### src/rtl/scmp_ptr_unit_if.sv
// Command/bus interface between the SC/MP instruction sequencer and the pointer unit.
// valid/ready: a command transfers on a rising clk edge where cmd_valid && cmd_ready; cmd_* and din are sampled only on that edge.
interface scmp_ptr_unit_if #(
  parameter int ADDR_W = 16
) ();
  logic              cmd_valid;
  logic              cmd_ready;
  logic [2:0]        cmd_op;
  logic [2:0]        cmd_sel;
  logic [7:0]        cmd_disp;
  logic [7:0]        ext_reg;
  logic [ADDR_W-1:0] din;
  logic [7:0]        dout;
  logic              done;
  logic [ADDR_W-1:0] addr;

  modport master (
    output cmd_valid, cmd_op, cmd_sel, cmd_disp, ext_reg, din,
    input  cmd_ready, dout, done, addr
  );

  modport slave (
    input  cmd_valid, cmd_op, cmd_sel, cmd_disp, ext_reg, din,
    output cmd_ready, dout, done, addr
  );
endinterface

### src/rtl/scmp_ptr_unit.sv
// SC/MP pointer register file and byte-serial effective-address unit (P0 = PC).
// Optional macro SCMP_AUTOIDX_EN enables AUTO pointer writeback; otherwise AUTO behaves as EA.
module scmp_ptr_unit #(
  parameter int NPTR     = 4,
  parameter int ADDR_W   = 16,
  parameter int OFFSET_W = 12
) (
  input  logic       clk,
  input  logic       rst_n,
  scmp_ptr_unit_if.slave bus,
  output logic [1:0] o_dbg_state
);
  localparam int SEL_W = (NPTR > 1) ? $clog2(NPTR) : 1;
  localparam int HI_W  = ADDR_W - 8;
  // Offset bits above bit 7; the remaining upper bits are the page and never change on arithmetic.
  localparam logic [HI_W-1:0] OFF_HI_M = HI_W'((1 << (OFFSET_W - 8)) - 1);
  localparam logic [3:0]      NPTR_L   = 4'(NPTR);

  typedef enum logic [2:0] {
    OP_NOP, OP_INCPC, OP_EA, OP_AUTO, OP_XPAL, OP_XPAH, OP_XPPC, OP_LOAD
  } op_t;

  typedef enum logic [1:0] {
    S_IDLE = 2'd0,
    S_LO   = 2'd1,
    S_HI   = 2'd2
  } state_t;

  state_t            r_state;
  op_t               r_op;
  logic [SEL_W-1:0]  r_sel;
  logic [7:0]        r_d;
  logic [7:0]        r_lo;
  logic              r_carry;
  logic [ADDR_W-1:0] r_ptr [NPTR];
  logic [ADDR_W-1:0] r_addr;
  logic [7:0]        r_dout;
  logic              r_done;

  logic              w_accept;
  op_t               w_op;
  logic [SEL_W-1:0]  w_sel;
  logic [7:0]        w_disp;
  logic [ADDR_W-1:0] w_cur;
  logic [8:0]        w_lo_sum;
  logic [HI_W-1:0]   w_hi_sum;
  logic [ADDR_W-1:0] w_wrap;

  assign w_accept = bus.cmd_valid && (r_state == S_IDLE);
  assign w_op     = op_t'(bus.cmd_op);
  assign w_sel    = ({1'b0, bus.cmd_sel} < NPTR_L) ? bus.cmd_sel[SEL_W-1:0] : '0;

  // E replaces the 0x80 displacement only for non-PC pointers; INCPC is always +1.
  always_comb begin
    w_disp = bus.cmd_disp;
    if (w_op == OP_INCPC)
      w_disp = 8'h01;
    else if ((bus.cmd_disp == 8'h80) && (bus.cmd_sel != 3'd0))
      w_disp = bus.ext_reg;
  end

  assign w_cur    = r_ptr[r_sel];
  assign w_lo_sum = {1'b0, w_cur[7:0]} + {1'b0, r_d};
  assign w_hi_sum = w_cur[ADDR_W-1:8] + {HI_W{r_d[7]}} + HI_W'(r_carry);
  assign w_wrap   = {(w_cur[ADDR_W-1:8] & ~OFF_HI_M) | (w_hi_sum & OFF_HI_M), r_lo};

  always_ff @(posedge clk or negedge rst_n) begin
    if (!rst_n) begin
      r_state <= S_IDLE;
      r_op    <= OP_NOP;
      r_sel   <= '0;
      r_d     <= 8'h00;
      r_lo    <= 8'h00;
      r_carry <= 1'b0;
      r_addr  <= '0;
      r_dout  <= 8'h00;
      r_done  <= 1'b0;
      for (int i = 0; i < NPTR; i++) r_ptr[i] <= '0;
    end else begin
      r_done <= 1'b0;
      case (r_state)
        S_IDLE: begin
          if (w_accept) begin
            r_op  <= w_op;
            r_sel <= (w_op == OP_INCPC) ? '0 : w_sel;
            r_d   <= w_disp;
            case (w_op)
              OP_INCPC, OP_EA, OP_AUTO: r_state <= S_LO;
              OP_XPAL: begin
                r_dout             <= r_ptr[w_sel][7:0];
                r_ptr[w_sel][7:0]  <= bus.din[7:0];
                r_done             <= 1'b1;
              end
              OP_XPAH: begin
                r_dout                   <= 8'(r_ptr[w_sel][ADDR_W-1:8]);
                r_ptr[w_sel][ADDR_W-1:8] <= bus.din[HI_W-1:0];
                r_done                   <= 1'b1;
              end
              OP_XPPC: begin
                r_ptr[0]     <= r_ptr[w_sel];
                r_ptr[w_sel] <= r_ptr[0];
                r_done       <= 1'b1;
              end
              OP_LOAD: begin
                r_ptr[w_sel] <= bus.din;
                r_done       <= 1'b1;
              end
              default: r_done <= 1'b1;
            endcase
          end
        end
        S_LO: begin
          r_lo    <= w_lo_sum[7:0];
          r_carry <= w_lo_sum[8];
          r_done  <= 1'b1;
          r_state <= S_HI;
        end
        S_HI: begin
          r_state <= S_IDLE;
          case (r_op)
            OP_INCPC: begin
              r_ptr[0] <= w_wrap;
              r_addr   <= w_wrap;
            end
`ifdef SCMP_AUTOIDX_EN
            OP_EA: r_addr <= w_wrap;
            // Negative displacement pre-decrements; non-negative post-increments.
            OP_AUTO: begin
              r_ptr[r_sel] <= w_wrap;
              r_addr       <= r_d[7] ? w_wrap : w_cur;
            end
`else
            OP_EA, OP_AUTO: r_addr <= w_wrap;
`endif
            default: r_addr <= r_addr;
          endcase
        end
        default: r_state <= S_IDLE;
      endcase
    end
  end

  assign bus.cmd_ready = (r_state == S_IDLE);
  assign bus.done      = r_done;
  assign bus.addr      = r_addr;
  assign bus.dout      = r_dout;
  assign o_dbg_state   = r_state;
endmodule
### src/flat_wrapper.sv
// flat-port wrapper written by rule: the top's interface ports become plain ports
module scmp_ptr_unit_flat 
#(
  parameter int NPTR     = 4,
  parameter int ADDR_W   = 16,
  parameter int OFFSET_W = 12
)
  (clk, rst_n, o_dbg_state, bus_cmd_valid, bus_cmd_op, bus_cmd_sel, bus_cmd_disp, bus_ext_reg, bus_din, bus_cmd_ready, bus_dout, bus_done, bus_addr);
  scmp_ptr_unit_if #(.ADDR_W(ADDR_W)) bus_i ();
  input  logic clk;
  input  logic rst_n;
  output logic [1:0] o_dbg_state;
  input wire logic [$bits(bus_i.cmd_valid)-1:0] bus_cmd_valid;
  input wire logic [$bits(bus_i.cmd_op)-1:0] bus_cmd_op;
  input wire logic [$bits(bus_i.cmd_sel)-1:0] bus_cmd_sel;
  input wire logic [$bits(bus_i.cmd_disp)-1:0] bus_cmd_disp;
  input wire logic [$bits(bus_i.ext_reg)-1:0] bus_ext_reg;
  input wire logic [$bits(bus_i.din)-1:0] bus_din;
  output wire logic [$bits(bus_i.cmd_ready)-1:0] bus_cmd_ready;
  output wire logic [$bits(bus_i.dout)-1:0] bus_dout;
  output wire logic [$bits(bus_i.done)-1:0] bus_done;
  output wire logic [$bits(bus_i.addr)-1:0] bus_addr;
  assign bus_i.cmd_valid = bus_cmd_valid;
  assign bus_i.cmd_op = bus_cmd_op;
  assign bus_i.cmd_sel = bus_cmd_sel;
  assign bus_i.cmd_disp = bus_cmd_disp;
  assign bus_i.ext_reg = bus_ext_reg;
  assign bus_i.din = bus_din;
  assign bus_cmd_ready = bus_i.cmd_ready;
  assign bus_dout = bus_i.dout;
  assign bus_done = bus_i.done;
  assign bus_addr = bus_i.addr;
  scmp_ptr_unit #(.NPTR(NPTR), .ADDR_W(ADDR_W), .OFFSET_W(OFFSET_W)) u_core (.clk(clk), .rst_n(rst_n), .bus(bus_i), .o_dbg_state(o_dbg_state));
endmodule
### config.mk
export PLATFORM = sky130hd
export DESIGN_NAME = scmp_ptr_unit_flat
export DESIGN_NICKNAME = d
export VERILOG_FILES = /design/src/rtl/scmp_ptr_unit_if.sv /design/src/rtl/scmp_ptr_unit.sv /design/src/flat_wrapper.sv
export SDC_FILE = /design/constraint.sdc
export NUM_CORES = 1
export LEC_CHECK = 0
export CAP_MARGIN = 20
export CORE_MARGIN = 1.5
export CORE_UTILIZATION = 44
export DETAILED_ROUTE_END_ITERATION = 10
export PLACE_DENSITY_LB_ADDON = 0.25
export RECOVER_POWER = 25
export REMOVE_ABC_BUFFERS = 1
export SETUP_SLACK_MARGIN = 0.4
export SLEW_MARGIN = 20
export SYNTH_ARGS = -nofsm -noshare
export SYNTH_HDL_FRONTEND = slang
export SYNTH_SLANG_ARGS = --single-unit
### constraint.sdc
create_clock -name clk -period 3.72 [get_ports clk]
set_input_delay 0.744 -clock clk [delete_from_list [all_inputs] [get_ports clk]]
set_output_delay 0.744 -clock clk [all_outputs]
set_load 0.03 [all_outputs]
==> metrics.md <==
| Metric | Value |
|---|---|
| Root buffer selected by CTS | `clkbuf_16` |
| First-pass DRT Iterations | `6` |
| Post-CTS resize count | `0` |
| Inst Count DP | `1028` |
| Yosys warnings | `0` |
| Fmax | `330 MHz` |
| Vias in the first global route | `6546` |
| Post-route cell area | `8530 sq um` |
| Routed len/inst | `22.3 um` |
| Worst vdd ir | `0.000354 V` |
| DIE AREA | `16500 sq um` |
| Final setup TNS | `0 ps` |
| Yosys reg bits | `113` |
| Min Tclk post-route | `3030 ps` |
| Postcts setup bufs | `0` |
| Crit path DAT | `3340 ps` |
| Max-slew violation count | `79` |
| Post-synth ARST share | `100%` |
| Comb pwr share | `30.4%` |
| Crit end category | `flip-flop` |
| Clk pwr share | `34.2%` |
| Max-cap violations | `1` |
| Pwr Density | `620 nW/um^2` |
| Critical path fanouts, max | `10` |
| H-tree Lvls | `4` |
| Ports | `69` |
| Synth unique cells | `68` |
| DP Area | `7870 sq um` |
| Initial Utilization | `45.3%` |
| Starting DRT DRC Count | `884` |
| Final setup viols | `0` |
| Post-DP HPWL | `17000 um` |
| Max-slew headroom | `-40.5%` |
| Ys flop type | `dfrtp_1` |
| Wire length of the first global-routing pass | `37200 um` |
| Final Worst Setup Slack | `694 ps` |
| GPL Wtd Cong | `0.955` |
| Post-synth EDFFs | `0` |
| CTS Buf Count | `17` |
| DRC viols | `0` |
| Fill count | `1406` |
| Register area share after synthesis | `40.8%` |
| Clk slew on worst S/H paths | `60 ps` |
| GRT Overall Usage | `30.1%` |
| CTS Hold Bufs | `0` |
| Via/cell ratio | `6.26` |
| Status | `finished, violations left` |
| Die Height | `129 um` |
| Final wirelength | `23600 um` |
| RSZ-0062 raised after global routing | `false` |
| Initial antenna violation count | `0` |
| Post-route ant nets | `0` |
| CTS tree | `done` |
| Final hold vios | `0` |
| CTS Sinks | `113` |
| Int Pwr | `3.47 mW` |
| CP Launch Type | `flip-flop` |
| Port Buffers | `68` |
| Chip width | `129 um` |
| Largest net degree at the start of global routing | `79` |
| Period Utilization, post-route | `81.3%` |
| Final std cells w/o fill | `1060` |
| Flop pwr share | `35.4%` |
| P_leak | `3.68 nW` |
| Share of cells above drive strength 1 | `12.8%` |
| Clock Path Buffers | `2` |
| Post-Syn Area per Cell | `9.02 sq um` |
| # diodes | `0` |
| Clk Latency, worst-skew pair | `430 ps` |
| Synthesized area | `6940 sq um` |
| Failing checks | `capacitance limit, slew limit` |
| Vias | `6635` |
| Worst-Margin Slew | `2110 ps` |
| Core Box Area | `15300 sq um` |
| GR Overflow Total | `0` |
| Hold WC Path Type | `flip-flop to flip-flop` |
| Worst path required time | `4040 ps` |
| Final nets | `890` |
| Post-Syn Instances | `769` |
| Skew final | `6.94 ps` |
| Num rows | `45` |
| Crit path kind | `flip-flop to flip-flop` |
| Synth-to-Final Area Change | `23.0%` |
| Pre-CTS setup slack | `484 ps` |
| Sw Ratio | `34.4%` |
| Net Sw Power | `1.82 mW` |
| Min Hold Slack | `469 ps` |
==> cell type report <==
type,count,area [sq um],share of cell area (%)
clock inverters,9,150,1.76
clock buffers,23,508,5.95
multi-input cells,591,3850,45.1
flip-flops and latches,113,2830,33.1
inverters,20,75.1,0.880
repair buffers,93,863,10.1
well taps,211,264,3.09
==> registers in the layout, summed over array words and instances, names as in the netlist <==
signal and flops:
u_core.bus.addr 16, u_core.bus.done 1, u_core.bus.dout 8, u_core.o_dbg_state 2
u_core.r_carry 1, u_core.r_d 8, u_core.r_lo 8, u_core.r_op 3
u_core.r_ptr 64, u_core.r_sel 2
==> power by group through the flow <==
stage	Sequential, mW	Clock (mW)	Combinational [mW]
floorplan	1.98	0	0.783
global placement	1.86	0	1.53
detailed placement	1.88	0	1.58
CTS	1.86	1.81	1.59
global route	1.91	1.89	1.75
finish	1.87	1.81	1.61
==> logic make-up (layout without fill, tap and decap cells) <==
kind of cell,after synthesis,after routing,synth area share [%]
AOI/OAI and AO/OA,260,260,23.6
and+or+nand+nor,254,254,16.4
DFF,113,113,40.8
buffers and inverters,65,145,4.02
muxes,60,60,11.9
adders and majority gates,13,13,2.67
xor gates and xnor gates,4,4,0.703
==> critical path, cell delays in order, from the launching register on <==
cell,delay (ps)
dfrtp_1,770
mux4_2,640
ha_1,380
nand2_1,80
o21ai_0,350
o2111ai_1,240
and3_1,230
o31ai_1,220
==> metrics by stage <==
| step | utilization, % | total power [mW] |
|---|---|---|
| after floorplan | - | 2.76 |
| after global placement | 51.4 | 3.40 |
| after detailed placement | 51.4 | 3.46 |
| after CTS | 55.7 | 5.27 |
| after global routing | 55.7 | 5.55 |
| final | 55.7 | 5.29 |
==> synthesized netlist by cell type (16+ instances only) <==
master    instances  area, sq um
dfrtp_1         113         2830
inv_1            19         71.3
mux2i_1          26          260
nor2_1           65          244
a21oi_1          61          305
o21ai_0          94          470
mux4_2           16          360
nand2_1         122          458
buf_2            16         80.1
mux2_2           18          203
clkbuf_1         23         86.3
==> cells in the final DEF (no fill, tap or decap), types with 4 or more instances in the layout <==
cell type	synthesis	final
mux2_2	18	18
or3_1	6	6
clkbuf_8	0	6
buf_4	2	25
clkbuf_16	0	17
a211oi_1	6	6
o21a_1	9	9
clkdlybuf4s50_1	0	67
a41oi_1	7	7
a22o_1	9	9
a21oi_1	61	61
mux4_2	16	16
a22oi_1	10	10
mux2i_1	26	26
o22ai_1	9	9
nor2b_1	9	9
a2bb2oi_1	6	6
bufinv_16	0	4
a31oi_1	7	7
nor3_1	7	7
nand3_1	9	9
inv_1	19	19
dfrtp_1	113	113
ha_1	10	10
o21ai_0	94	94
nand2b_1	8	8
o31ai_1	8	8
a222oi_1	5	5
nand2_1	122	122
o22a_1	4	4
and3_1	4	4
nor2_1	65	65
==> routing by layer <==
metal	global-route usage, %	share of wire (%)
met5	0	0
met3	7.19	9.7
met4	15.7	4.1
met1	40.9	41
met2	44.9	45
==> worst paths after layout <==
kind	startpoint	endpoint	slack (ps)	cells past startpoint
max	u_core.r_sel[0]$_DFFE_PN0P_	u_core.r_lo[7]$_DFFE_PN0P_	690	7
min	u_core.bus.addr[14]$_DFFE_PN0P_	u_core.bus.addr[14]$_DFFE_PN0P_	470	2
max reg2reg	u_core.r_sel[0]$_DFFE_PN0P_	u_core.r_lo[7]$_DFFE_PN0P_	690	7
min reg2reg	u_core.bus.addr[14]$_DFFE_PN0P_	u_core.bus.addr[14]$_DFFE_PN0P_	470	2
max in group asynchronous	rst_n	u_core.r_ptr[27]$_DFFE_PN0P_	1540	2
min in group asynchronous	rst_n	u_core.r_d[6]$_DFFE_PN0P_	940	1
(Power assumes the default switching activity.)
